## src/rtl/pos_cell_pkg.sv

```systemverilog
// pos_cell_pkg: shared state encoding, read-tag record and RAM latency for the cell controller
package pos_cell_pkg;
  localparam int RAM_RD_LAT = 2;
  localparam int CELL_IDX_W = 8;
  typedef enum logic [2:0] {IDLE, RD_CNT, WAIT_CNT, STREAM, DRAIN} state_e;
  typedef struct packed {
    logic                  valid;
    logic                  is_count;
    logic [CELL_IDX_W-1:0] index;
    logic                  last;
  } rd_tag_t;
endpackage

```

## src/rtl/pos_cell_rd_tag.sv

```systemverilog
// pos_cell_rd_tag: delays each read's tag by the RAM read latency so it lines up with mem_q
module pos_cell_rd_tag
  import pos_cell_pkg::*;
(
  input  logic    clk,
  input  logic    rst,
  input  rd_tag_t tag_i,
  output rd_tag_t tag_o
);
  rd_tag_t pipe_q [RAM_RD_LAT];
  // shift the tag one stage per cycle; reset drops every in-flight read
  always_ff @(posedge clk) begin
    if (rst) begin
      for (int i = 0; i < RAM_RD_LAT; i++) pipe_q[i] <= '0;
    end else begin
      pipe_q[0] <= tag_i;
      for (int i = 1; i < RAM_RD_LAT; i++) pipe_q[i] <= pipe_q[i-1];
    end
  end
  assign tag_o = pipe_q[RAM_RD_LAT-1];
endmodule

```

## src/rtl/pos_cell_ctrl.sv

```systemverilog
// pos_cell_ctrl: streams one cell's particles out of RAM while sharing the port with motion-update writes
module pos_cell_ctrl
  import pos_cell_pkg::*;
#(
  parameter int DATA_WIDTH   = 96,
  parameter int PARTICLE_NUM = 220,
  parameter int ADDR_WIDTH   = 8
) (
  input  logic                  clk,
  input  logic                  rst,
  input  logic                  rd_start,
  input  logic                  wr_req,
  input  logic [ADDR_WIDTH-1:0] wr_addr,
  input  logic [DATA_WIDTH-1:0] wr_data,
  output logic                  wr_gnt,
  output logic [ADDR_WIDTH-1:0] mem_address,
  output logic [DATA_WIDTH-1:0] mem_data,
  output logic                  mem_rden,
  output logic                  mem_wren,
  input  logic [DATA_WIDTH-1:0] mem_q,
  output logic                  out_valid,
  output logic [DATA_WIDTH-1:0] out_data,
  output logic [ADDR_WIDTH-1:0] out_index,
  output logic                  out_last,
  output logic                  busy,
  output logic                  done
);
  localparam logic [ADDR_WIDTH-1:0] MAX_CNT = ADDR_WIDTH'(PARTICLE_NUM - 1);
  state_e                state_q;
  logic [ADDR_WIDTH-1:0] count_q, addr_q;
  logic                  wr_turn_q;
  logic                  rd_phase, rd_issue, cnt_ret, part_ret;
  logic [ADDR_WIDTH-1:0] rd_addr, cnt_raw, cnt_clamp;
  rd_tag_t               tag_in, tag_out;
  // wr_turn_q says the write owns the next contended slot, so reads and writes alternate under pressure
  assign rd_phase    = state_q == RD_CNT || state_q == STREAM;
  assign wr_gnt      = !rst && wr_req && (!rd_phase || wr_turn_q);
  assign rd_issue    = !rst && rd_phase && !wr_gnt;
  assign rd_addr     = state_q == RD_CNT ? '0 : addr_q;
  assign mem_wren    = wr_gnt;
  assign mem_rden    = rd_issue;
  assign mem_address = wr_gnt ? wr_addr : rd_issue ? rd_addr : '0;
  assign mem_data    = wr_gnt ? wr_data : '0;
  assign tag_in      = '{valid: rd_issue, is_count: state_q == RD_CNT, index: CELL_IDX_W'(rd_addr),
                         last: state_q == STREAM && addr_q == count_q};
  pos_cell_rd_tag u_tag (.clk(clk), .rst(rst), .tag_i(tag_in), .tag_o(tag_out));
  assign cnt_ret   = !rst && tag_out.valid && tag_out.is_count;
  assign part_ret  = !rst && tag_out.valid && !tag_out.is_count;
  assign cnt_raw   = mem_q[ADDR_WIDTH-1:0];
  assign cnt_clamp = cnt_raw > MAX_CNT ? MAX_CNT : cnt_raw;
  assign out_valid = part_ret;
  assign out_data  = mem_q;
  assign out_index = ADDR_WIDTH'(tag_out.index);
  assign out_last  = part_ret && tag_out.last;
  assign done      = (cnt_ret && cnt_clamp == '0) || out_last;
  assign busy      = !rst && state_q != IDLE;
  // sequencer: fetch the count, issue particle reads 1..count, then wait for the last word to return
  always_ff @(posedge clk) begin
    if (rst) begin
      state_q   <= IDLE;
      count_q   <= '0;
      addr_q    <= '0;
      wr_turn_q <= 1'b1;
    end else begin
      wr_turn_q <= !rd_phase ? 1'b1 : wr_gnt ? 1'b0 : rd_issue ? 1'b1 : wr_turn_q;
      case (state_q)
        IDLE:     if (rd_start) state_q <= RD_CNT;
        RD_CNT:   if (rd_issue) state_q <= WAIT_CNT;
        WAIT_CNT: if (cnt_ret) begin
          count_q <= cnt_clamp;
          addr_q  <= ADDR_WIDTH'(1);
          state_q <= cnt_clamp == '0 ? IDLE : STREAM;
        end
        STREAM:   if (rd_issue) begin
          addr_q  <= addr_q + 1'b1;
          if (addr_q == count_q) state_q <= DRAIN;
        end
        DRAIN:    if (out_last) state_q <= IDLE;
        default:  state_q <= IDLE;
      endcase
    end
  end
endmodule
```

## config.mk

```make
export PLATFORM = sky130hd
export DESIGN_NAME = pos_cell_ctrl
export DESIGN_NICKNAME = d
export VERILOG_FILES = /design/src/rtl/pos_cell_pkg.sv /design/src/rtl/pos_cell_rd_tag.sv /design/src/rtl/pos_cell_ctrl.sv
export SDC_FILE = /design/constraint.sdc
export NUM_CORES = 1
export LEC_CHECK = 0
export ABC_AREA = 1
export CAP_MARGIN = 20
export CORE_AREA = 4 4 163 165
export CTS_CLUSTER_SIZE = 20
export DETAILED_ROUTE_END_ITERATION = 12
export DIE_AREA = 0 0 167 169
export HOLD_SLACK_MARGIN = 0.12
export PLACE_DENSITY = 0.53
export SLEW_MARGIN = 0
export SYNTH_ARGS = -nofsm -noshare
export SYNTH_HDL_FRONTEND = slang
export SYNTH_SLANG_ARGS = --single-unit
```

## constraint.sdc

```tcl
create_clock -name clk -period 1.8 [get_ports clk]
set_input_delay 0.45 -clock clk [delete_from_list [all_inputs] [get_ports clk]]
set_output_delay 0.45 -clock clk [all_outputs]
set_load 0.05 [all_outputs]
```

Yosys cells after proc, flatten, opt, wreduce, memory -nomap -nowiden
Memory sizes are Yosys's and may differ from the RTL's.
Cells that the tools add are included.

cells by class
  $add $sub $neg = 1
  order comparisons = 1
  eq/ne operators = 11
  mux-type cells = 23
  bitwise gates (word level) = 3
  reduce and logical (&&, ||, !) cells = 27

operators by type and width
  operator                                               number
  2-to-1 mux 96 bit                                      1
  2-to-1 mux 8 bit                                       6
  2-to-1 mux 11 bit                                      2
  2-to-1 mux 3 bit                                       6
  case mux 8 bit (2 select lines)                        1
  case mux 3 bit (5 select lines)                        1
  logical AND 1 bit                                      11
  inequality test 2 bit (second input constant)          5
  adder 8 x 1 -> 8 bit (second input constant)           1
  == test 8 bit                                          1
  greater-than comparator 8 bit (second input constant)  1
  zero test 8 bit                                        1
  == test 3 x 2 -> 1 bit (second input constant)         2
  AND reduction 6 bit                                    1
  2-to-1 mux 1 bit                                       5
  zero test 1 bit                                        4
  nonzero test 2 bit                                     2
  == test 3 x 1 -> 1 bit (second input constant)         1
  == test 3 bit (second input constant)                  1
  zero test 3 bit                                        1
  logical OR 1 bit                                       3
  AND reduction 3 bit                                    1
  nonzero test 3 bit                                     1
  2-to-1 mux 2 bit                                       1
  5 further kinds                                        6

storage, ports and cells
  register bits after elaboration = 20
  memory bits (writable) = 22
  input port bits = 204
  output and inout port bits = 215
  memories kept = 1

memories
  memory        depth  bits a word  read ports  clocked after memory_dff  wr ports  line                   text
  u_tag.pipe_q  2      11           2           0                         2         pos_cell_rd_tag.sv:10  rd_tag_t pipe_q [RAM_RD_LAT];

Depth between registers and ports, before layout
  word-level depth = 9
  gate-level depth with buffers = 11
  depth with buffers taken out = 11

By module
From an unflattened synthesis, not the netlist that was laid out.

second synthesis, totals
  cell total of the unflattened synthesis = 601
  area total of the unflattened synthesis = 3557.2 um^2

modules (own cells, without submodules)
  module           times used  cells each  area each (um^2)  sequential area each (um^2)
  pos_cell_ctrl    1           522         2846.5            400.4
  pos_cell_rd_tag  1           79          710.7             440.4

Worst setup path before layout
OpenSTA, ideal clock, no wires.

  kind = input-to-output
  start point = input rst
  end point = output done
  data arrival time = 2041 ps
  required time = 1350 ps
  slack = -691 ps
  cell stages on the path = 5
  buffers on the path = 0
  cells stage by stage = inv_2 > nand2_1 > nor2_1 > nand2_1 > o21ai_0

on the way
  cells in the longest elaborated chain, start to end = 5
  elaborated cells on any way between the ends = 7
  classes of those cells = reduce/logical: 7

ends and longest elaborated chain
  what                             line                 text
  from (decl)                      pos_cell_ctrl.sv:10  input logic rst,
  zero test 1 bit                  pos_cell_ctrl.sv:48  assign part_ret = !rst && tag_out.valid && !tag_out.is_count;
  logical AND 1 bit (2 in series)  pos_cell_ctrl.sv:48
  net out_valid                    pos_cell_ctrl.sv:21  output logic out_valid,
  logical AND 1 bit                pos_cell_ctrl.sv:54  assign out_last = part_ret && tag_out.last;
  logical OR 1 bit                 pos_cell_ctrl.sv:55  assign done = (cnt_ret && cnt_clamp == '0) || out_last;
  to (decl)                        pos_cell_ctrl.sv:26  output logic done

The timed path passes the listed nets, and every way through them passes these cells.

Worst setup path in the final report
  start point = register state_q[0]
  end point = output mem_data[45]

on the way
  cells in the longest elaborated chain, start to end = 6
  elaborated cells on any way between the ends = 7
  classes of those cells = eq/ne: 2; mux: 1; reduce/logical: 4

ends and longest elaborated chain
  what                                                              line                 text
  from (decl)                                                       pos_cell_ctrl.sv:29  state_e state_q;
  from (signal assigned)                                            pos_cell_ctrl.sv:72  state_q <= cnt_clamp == '0 ? IDLE : STREAM;
  == test 3 x 1 -> 1 bit or == test 3 x 2 -> 1 bit (tied branches)  pos_cell_ctrl.sv:36  assign rd_phase = state_q == RD_CNT || state_q == STREAM;
  logical OR 1 bit (*)                                              pos_cell_ctrl.sv:36
  zero test 1 bit (*)                                               n/a
  logical OR 1 bit (*)                                              pos_cell_ctrl.sv:37  assign wr_gnt = !rst && wr_req && (!rd_phase || wr_turn_q);
  logical AND 1 bit (*)                                             pos_cell_ctrl.sv:37
  2-to-1 mux 96 bit (*)                                             pos_cell_ctrl.sv:43  assign mem_data = wr_gnt ? wr_data : '0;
  to (decl)                                                         pos_cell_ctrl.sv:17  output logic [DATA_WIDTH-1:0] mem_data,

Every way passes the cells marked *; elsewhere a longest branch is shown, timed or not.

==> summary by stage <==
Power
The share of total power dissipated in the clock network is 0.246. The switching power of the nets is 1.801 mW. For this design the static power due to leakage is 3.688 nW. The proportion of power drawn by combinational gates is 0.540. The worst vdd rail ir drop is 0.4948 mV. The power density of the placed cells is 590.9 nW/um^2. The internal power of the cells is 3.059 mW. The share of total power consumed by net switching is 0.3705. The sequential share of power is 0.214.

Placement
The post-placement cell area is 6666 um^2. The number of buffer cells added on primary ports is 242. The pre-CTS setup slack is -695.5 ps. Summed over all nets, the half-perimeter wirelength after detailed placement is 12,390 um.

The final weighted congestion of routability-driven global placement is 0.8027.

Global route
The pin count of the biggest net entering global routing is 19. The initial antenna violation count is 0. The first global-routing pass estimated 23,890 um of wire.

The number of global-route vias before repair came to 4,143. For this run the aggregate overflow at the end of global routing stands at 0. In the global route stage, overall resource usage came out at 0.1054.

Synthesis
The largest family of logic cells by synthesized area is buffers and inverters. The portion of synthesized area spent on multiplexers is 0. The share of synthesized area in the top cell type comes to 0.2418. The mean post-synth cell area is 6.154 um^2. The number of nets in the synthesized netlist is 770. Counting distinct cell types in the post-synthesis netlist gives 33. The number of storage elements in the synthesis netlist is 42.

The compound-gate portion of the synthesized area was 0.06549. The number of warnings printed during yosys synthesis is 0. The cell area after synthesis is 3477 um^2. The cell count after synthesis is 565. Sorting the synthesized cells by area gives the leading types as dfxtp_1 24%, buf_4 23%, inv_1 14%. The xor/xnor cell area share of the yosys netlist is 0.007557.

Of the synthesized area, sequential elements account for 0.2418. The simple-gate share of the synthesized area is 0.2828. The cell type contributing the most total cell area after synthesis is dfxtp_1.

Of the total synthesized cell area, the portion taken by full adders, half adders and majority gates is 0.003598.

Worst setup path
For this run, the slowest stage of the critical path takes 320 ps. The number of buffers and inverters on the critical path is 6. The number of cells on the worst reg-to-reg path is 11. The maximum net fanout on the critical path is 7. Among all stages on the critical path, the largest delay is contributed by dfxtp_2.

The start of the worst register-to-register path is state_q[0]. The worst register-to-register path has a setup slack of 180 ps. At the worst endpoint, the arrival time is 1650 ps.

Walking the worst path, the cells encountered are inv_2, nor2_4, nand2_4, nand2_8, buf_16, buf_12, buf_8, buf_16, nor2_4, buf_8. Data on the critical path is required at its endpoint by 1350 ps. The worst register-to-register path ends at state_q[2]. The endpoint kind of the worst setup timing path is an output port. The worst setup path is launched from a flop. The kind of cell adding the most delay to the critical path is buffers and inverters. The critical path is of the flop to output port type.

Route
After the first detailed-routing iteration, the DRC count stood at 91. The vias per cell is 3.591. The total routed wirelength is 15,690 um. The via count of the routed design is 3,990.

The first-pass detailed-route iteration total is 4. The count of nets left with antenna violations once routing finished came out at 0. Dividing the detail-routed wire length by the instance count gives 14.12 um. For this run, design rule violations remaining after detail routing come to 0.

STA
The time the worst path needs with I/O delays and setup is 2101 ps. Measured against its own limit, the worst slew margin works out to 0.6317. Dividing the final minimum period by the clock period gives 1.167. Setup repair after global routing could not meet its margin everywhere. The final-report hold violation count is 0. The maximum clock skew at final layout is 3.291 ps. Setup total negative slack on the finished layout was measured at -22,550 ps. The final max-slew violation count was 0. Based on the critical path, the design can be clocked at up to 475.9 MHz. Setup violations remaining at the end of the flow were counted as 107. The slew at the pin closest to its max-slew limit is 548.2 ps.

The final critical-path setup slack is -301.2 ps.

Cells and area
The number of antenna repair diodes is 0. In the layout the commonest cells are 129 x inv_1, 106 x nor2_4, 105 x clkdlybuf4s50_1, 69 x buf_12, 66 x buf_4. The final non-filler cell area is 8223 um^2. The net count of the finished layout is 985. The share of layout cells above drive strength 1 is 0.5019. The library cell used most frequently in the layout, excluding fill and tap cells, is inv_1. The area overhead of the layout relative to synthesis is 136.5%.

Clock tree
The H-tree was split into 2 levels. The count of hold-fix buffers inserted at cts is 0. The post-CTS clock slew at the launch and capture registers of the worst setup and hold paths is 60 ps. The root buffer cell chosen for the clock tree is clkbuf_16. In this run, CTS created clock tree buffers numbering 5.

The number of clock sinks seen by CTS is 42. Clock latency on the worst-skew pair, taken at its later pin, is 280 ps. The number of buffers on the longest clock path is 2. TritonCTS built the clock tree.

Hold path
The launch point of the worst hold path is u_tag.pipe_q[0][1]. The depth of the worst hold-timing path is 2. The worst min-delay path endpoint is u_tag.pipe_q[0][12]. The min-delay analysis places its worst path in the category flop to flop.

Die
419 I/O pins were placed. The overall die height is 169 um. The floorplan has 58 rows. In this run the horizontal extent of the chip is 167 um.

The die outline area is 28,220 um^2. The core box area is 25,040 um^2. The initial cell density of the core is 0.1389.

Outcome
The final reports fail on setup timing. The run finished, with violations left.

Flow run
Across the run, the number of max-cap violations was 0.
-- per-layer routing --
layer	wire length [um]	GRT usage	vias up
met5	0	0	-
met4	74	0.01601	0
met3	1468	0.03573	8
met2	7966	0.1851	211
met1	6178	0.1277	1799
li1	-	-	1972
-- how the worst max path moves through the flow --
stage	startpoint	slack (ps)	end	cells past startpoint
floorplan	wr_req	-200	mem_data[10]	5
global placement	wr_req	-670	mem_data[21]	8
detailed placement	wr_req	-700	mem_data[40]	8
CTS	state_q[0]	-330	mem_data[45]	10
global route	state_q[0]	-370	mem_data[11]	10
finish	state_q[0]	-300	mem_data[45]	10
-- through the flow --
stage	power [mW]	utilization	hold WS [ps]	cells
after floorplan	2.661	-	388.3	565
after global routing	5.081	0.3284	417.5	1111
after detailed placement	3.133	0.2663	397.5	1068
after global placement	3.124	0.2663	391.4	1068
final	4.859	0.3284	402.7	1111
after CTS	4.823	0.3273	406.3	1112
-- sequential cells by signal, indices dropped and copies added, names as in the netlist --
signal	count
u_tag.pipe_q	22
addr_q	8
count_q	8
state_q	3
wr_turn_q	1
-- power by group through the flow --
stage	logic, mW	clock network (mW)	registers (mW)
6_report	2.62	1.19	1.04
5_1_grt	2.79	1.25	1.05
3_5_place_dp	2.08	0	1.05
4_1_cts	2.57	1.21	1.04
3_3_place_gp	2.07	0	1.05
2_1_floorplan	1.61	0	1.05
-- cells in the mapped netlist --
master      n
a211oi_1    2
a21o_1      1
a21oi_1    13
a21oi_2     1
a221oi_1    1
a32o_1      7
buf_1       4
buf_2       6
buf_4     105
clkbuf_1    4
clkinv_1    1
dfxtp_1    42
ha_1        1
inv_1     132
inv_2       7
inv_4       2
nand2_1    51
nand2_2     7
nand2_8     1
nand3_1     7
nand3_2     2
nand3_4     1
nand4_1     3
nor2_1    132
nor2_2      1
nor2_4      3
nor3_1     11
nor3_2      3
nor3_4      1
o21ai_0     8
o21ai_1     1
o21bai_1    1
xnor2_1     3
-- final cells by class --
cell class | count | area [um^2]
fill | 2538 | 16810
timing repair buffer | 327 | 4030
multi-input combinational | 262 | 2165
sequential | 42 | 847.1
inverter | 142 | 569.3
tap | 330 | 412.9
clock buffer | 6 | 138.9
clock inverter | 2 | 60.06
-- worst reg2reg max path, stage by stage, from the launching register on --
cell and delay [ps]:
dfxtp_2 330, inv_2 50, nor2_4 110, nand2_4 80, nand2_8 90, buf_6 140
nand2_8 80, buf_4 160, a21oi_2 190, nand3_2 130, o21ai_1 130, inv_1 50
-- repair_timing --
| item | CTS | global route |
|---|---|---|
| cloned | 7 | 0 |
| setup endpoints to repair | 123 | 115 |
| pin swaps | 30 | 23 |
| buffers inserted | 34 | 10 |
| gates resized for setup | 293 | 40 |
| hold endpoints to repair | 0 | 0 |
-- kinds of logic (layout without fill, tap and decap cells) --
logic type | after synthesis | count (layout)
XOR/XNOR | 3 | 3
flip-flops | 42 | 42
buffers and inverters | 261 | 477
adder cells (fa/ha/maj) | 1 | 1
AO/OA/AOI/OAI | 35 | 35
AND/OR/NAND/NOR | 223 | 223
Power figures use the tool's default switching activity.
==> variant: new RTL, same flow settings <==
Encoding of `state_e`: now Gray code (3 bits for 5 states).
--- a/src/rtl/pos_cell_pkg.sv
+++ b/src/rtl/pos_cell_pkg.sv
@@ -4,3 +4,3 @@
   localparam int CELL_IDX_W = 8;
-  typedef enum logic [2:0] {IDLE, RD_CNT, WAIT_CNT, STREAM, DRAIN} state_e;
+  typedef enum logic [2:0] {IDLE = 3'b000, RD_CNT = 3'b001, WAIT_CNT = 3'b011, STREAM = 3'b010, DRAIN = 3'b110} state_e;
   typedef struct packed {
Behaviour: same outputs for any inputs over 10 cycles, from zero or initial values and one cycle with rst high; not proved beyond that.
==> variant against the unedited design <==
The run still ends with setup timing left; final area is 2.7% higher; global-route usage is 0.32 points lower; routed wire length up 0.98%; critical path type unchanged; total power increased by 3.0%; area after synthesis is 1.8% lower; sequential cell count unchanged; setup slack lost 0.0049 ns; largest power group unchanged.
==> variant: results (changes against the unedited design) <==
| Metric | Value |
|---|---|
| Final setup TNS | -27.02 ns (-4.47 ns) |
| Synth area leaders | dfxtp_1, buf_4, nor2_1, inv_1, nand2_1 |
| Worst r2r path cells | 14 (+3) |
| Iter 0 DRT Violations | 143 (+57%) |
| Routed vias/inst | 3.57 (-0.70%) |
| Layout cells sized above 1 | 0.484 (-0.0183) |
| Vias in the first global route | 3925 (-5.3%) |
| Fin nets | 967 (-1.8%) |
| P_leak | 3.71 nW (+0.51%) |
| Post-synthesis sequential area ratio | 0.246 (+0.00443) |
| Worst setup margin | -0.306 ns (-0.00489 ns) |
| Crit path largest cell delay | 0.36 ns (+0.04 ns) |
| Slowest CP cell | dfxtp_4 |
| Outcome | complete, but fails checks |
| Worst rel slew slack | 0.758 (+0.126) |
| Final Skew | 0.00406 ns (+0.000772 ns) |
| First-pass GRT wire length | 22900 um (-3.9%) |
| Syn_nets | 766 (-0.52%) |
| Max FO, Critical Path | 13 (+6) |
| Failing checks | setup timing |
| Routability Congestion | 0.787 (-2.0%) |
| Total Routing Usage GR | 0.102 (-0.00325) |
| Largest net degree at the start of global routing | 25 (+6) |
| Largest delay contributor family on the critical path | simple AND/OR/NAND/NOR gates |
| DP HPWL | 12400 um (about the same) |
| Setup-failing EPs final | 110 (+2.8%) |
| Maximum vdd drop | 0.368 mV (-26%) |
| Drt total wl | 15800 um (+0.98%) |
[variant: final timing paths]
path / slack [ns] / start / to
max: -0.31 / state_q[2]$_SDFFE_PP0P_ / mem_data[0]
min: 0.40 / u_tag.pipe_q[0][4]$_SDFF_PP0_ / u_tag.pipe_q[0][15]$_SDFF_PP0_
max reg2reg: -0.02 / state_q[2]$_SDFFE_PP0P_ / addr_q[2]$_SDFFE_PP0P_
min reg2reg: 0.40 / u_tag.pipe_q[0][4]$_SDFF_PP0_ / u_tag.pipe_q[0][15]$_SDFF_PP0_
[variant: tightest hold or removal path: stages, from the launching register on]
cell	delay [ns]
dfxtp_1	0.29
inv_1	0.04
nor2_1	0.03
[variant: per-stage QoR]
stage	std cells	setup slack (ns)	area [um2]
finish	1093	-0.306	8440
detailed placement	1053	-0.573	7470
floorplan	561	-0.105	4010
global placement	1053	-0.560	7470
global route	1093	-0.388	8440
CTS	1085	-0.334	8170
[variant: metal layers]
metal	wire length, um	track usage
met1	6650	0.129
met5	0	0
met2	7660	0.169
met3	1290	0.0336
met4	239	0.0235
[variant: repair_timing]
action	in CTS	in global routing
endpoints found under the setup margin	126	118
pin swaps	23	19
cloned	6	5
resized for setup	104	39
buffers inserted	20	7
[variant: logic make-up (layout without fill, tap and decap cells)]
family	Yosys count	in the layout	synth area share
compound gates	38	38	0.0704
xor+xnor	7	7	0.0180
fa+ha+maj	1	1	0.00366
buf+inv	258	458	0.403
flops	42	42	0.246
simple gates	215	217	0.259
[variant: layout make-up]
cell class              instances  area (um2)
clock inverters                 1        30.0
well taps                     330         413
inverters                     135         537
flip-flops and latches         42         853
repair buffers                315        4430
multi-input cells             263        2050
fillers                      2524       16600
clock buffers                   7         133
[variant: where the power goes]
| part | switching [mW] | internal, mW | total (mW) |
|---|---|---|---|
| sequential | 0.0706 | 1.01 | 1.08 |
| clock | 0.351 | 0.656 | 1.01 |
| combinational | 1.51 | 1.41 | 2.92 |
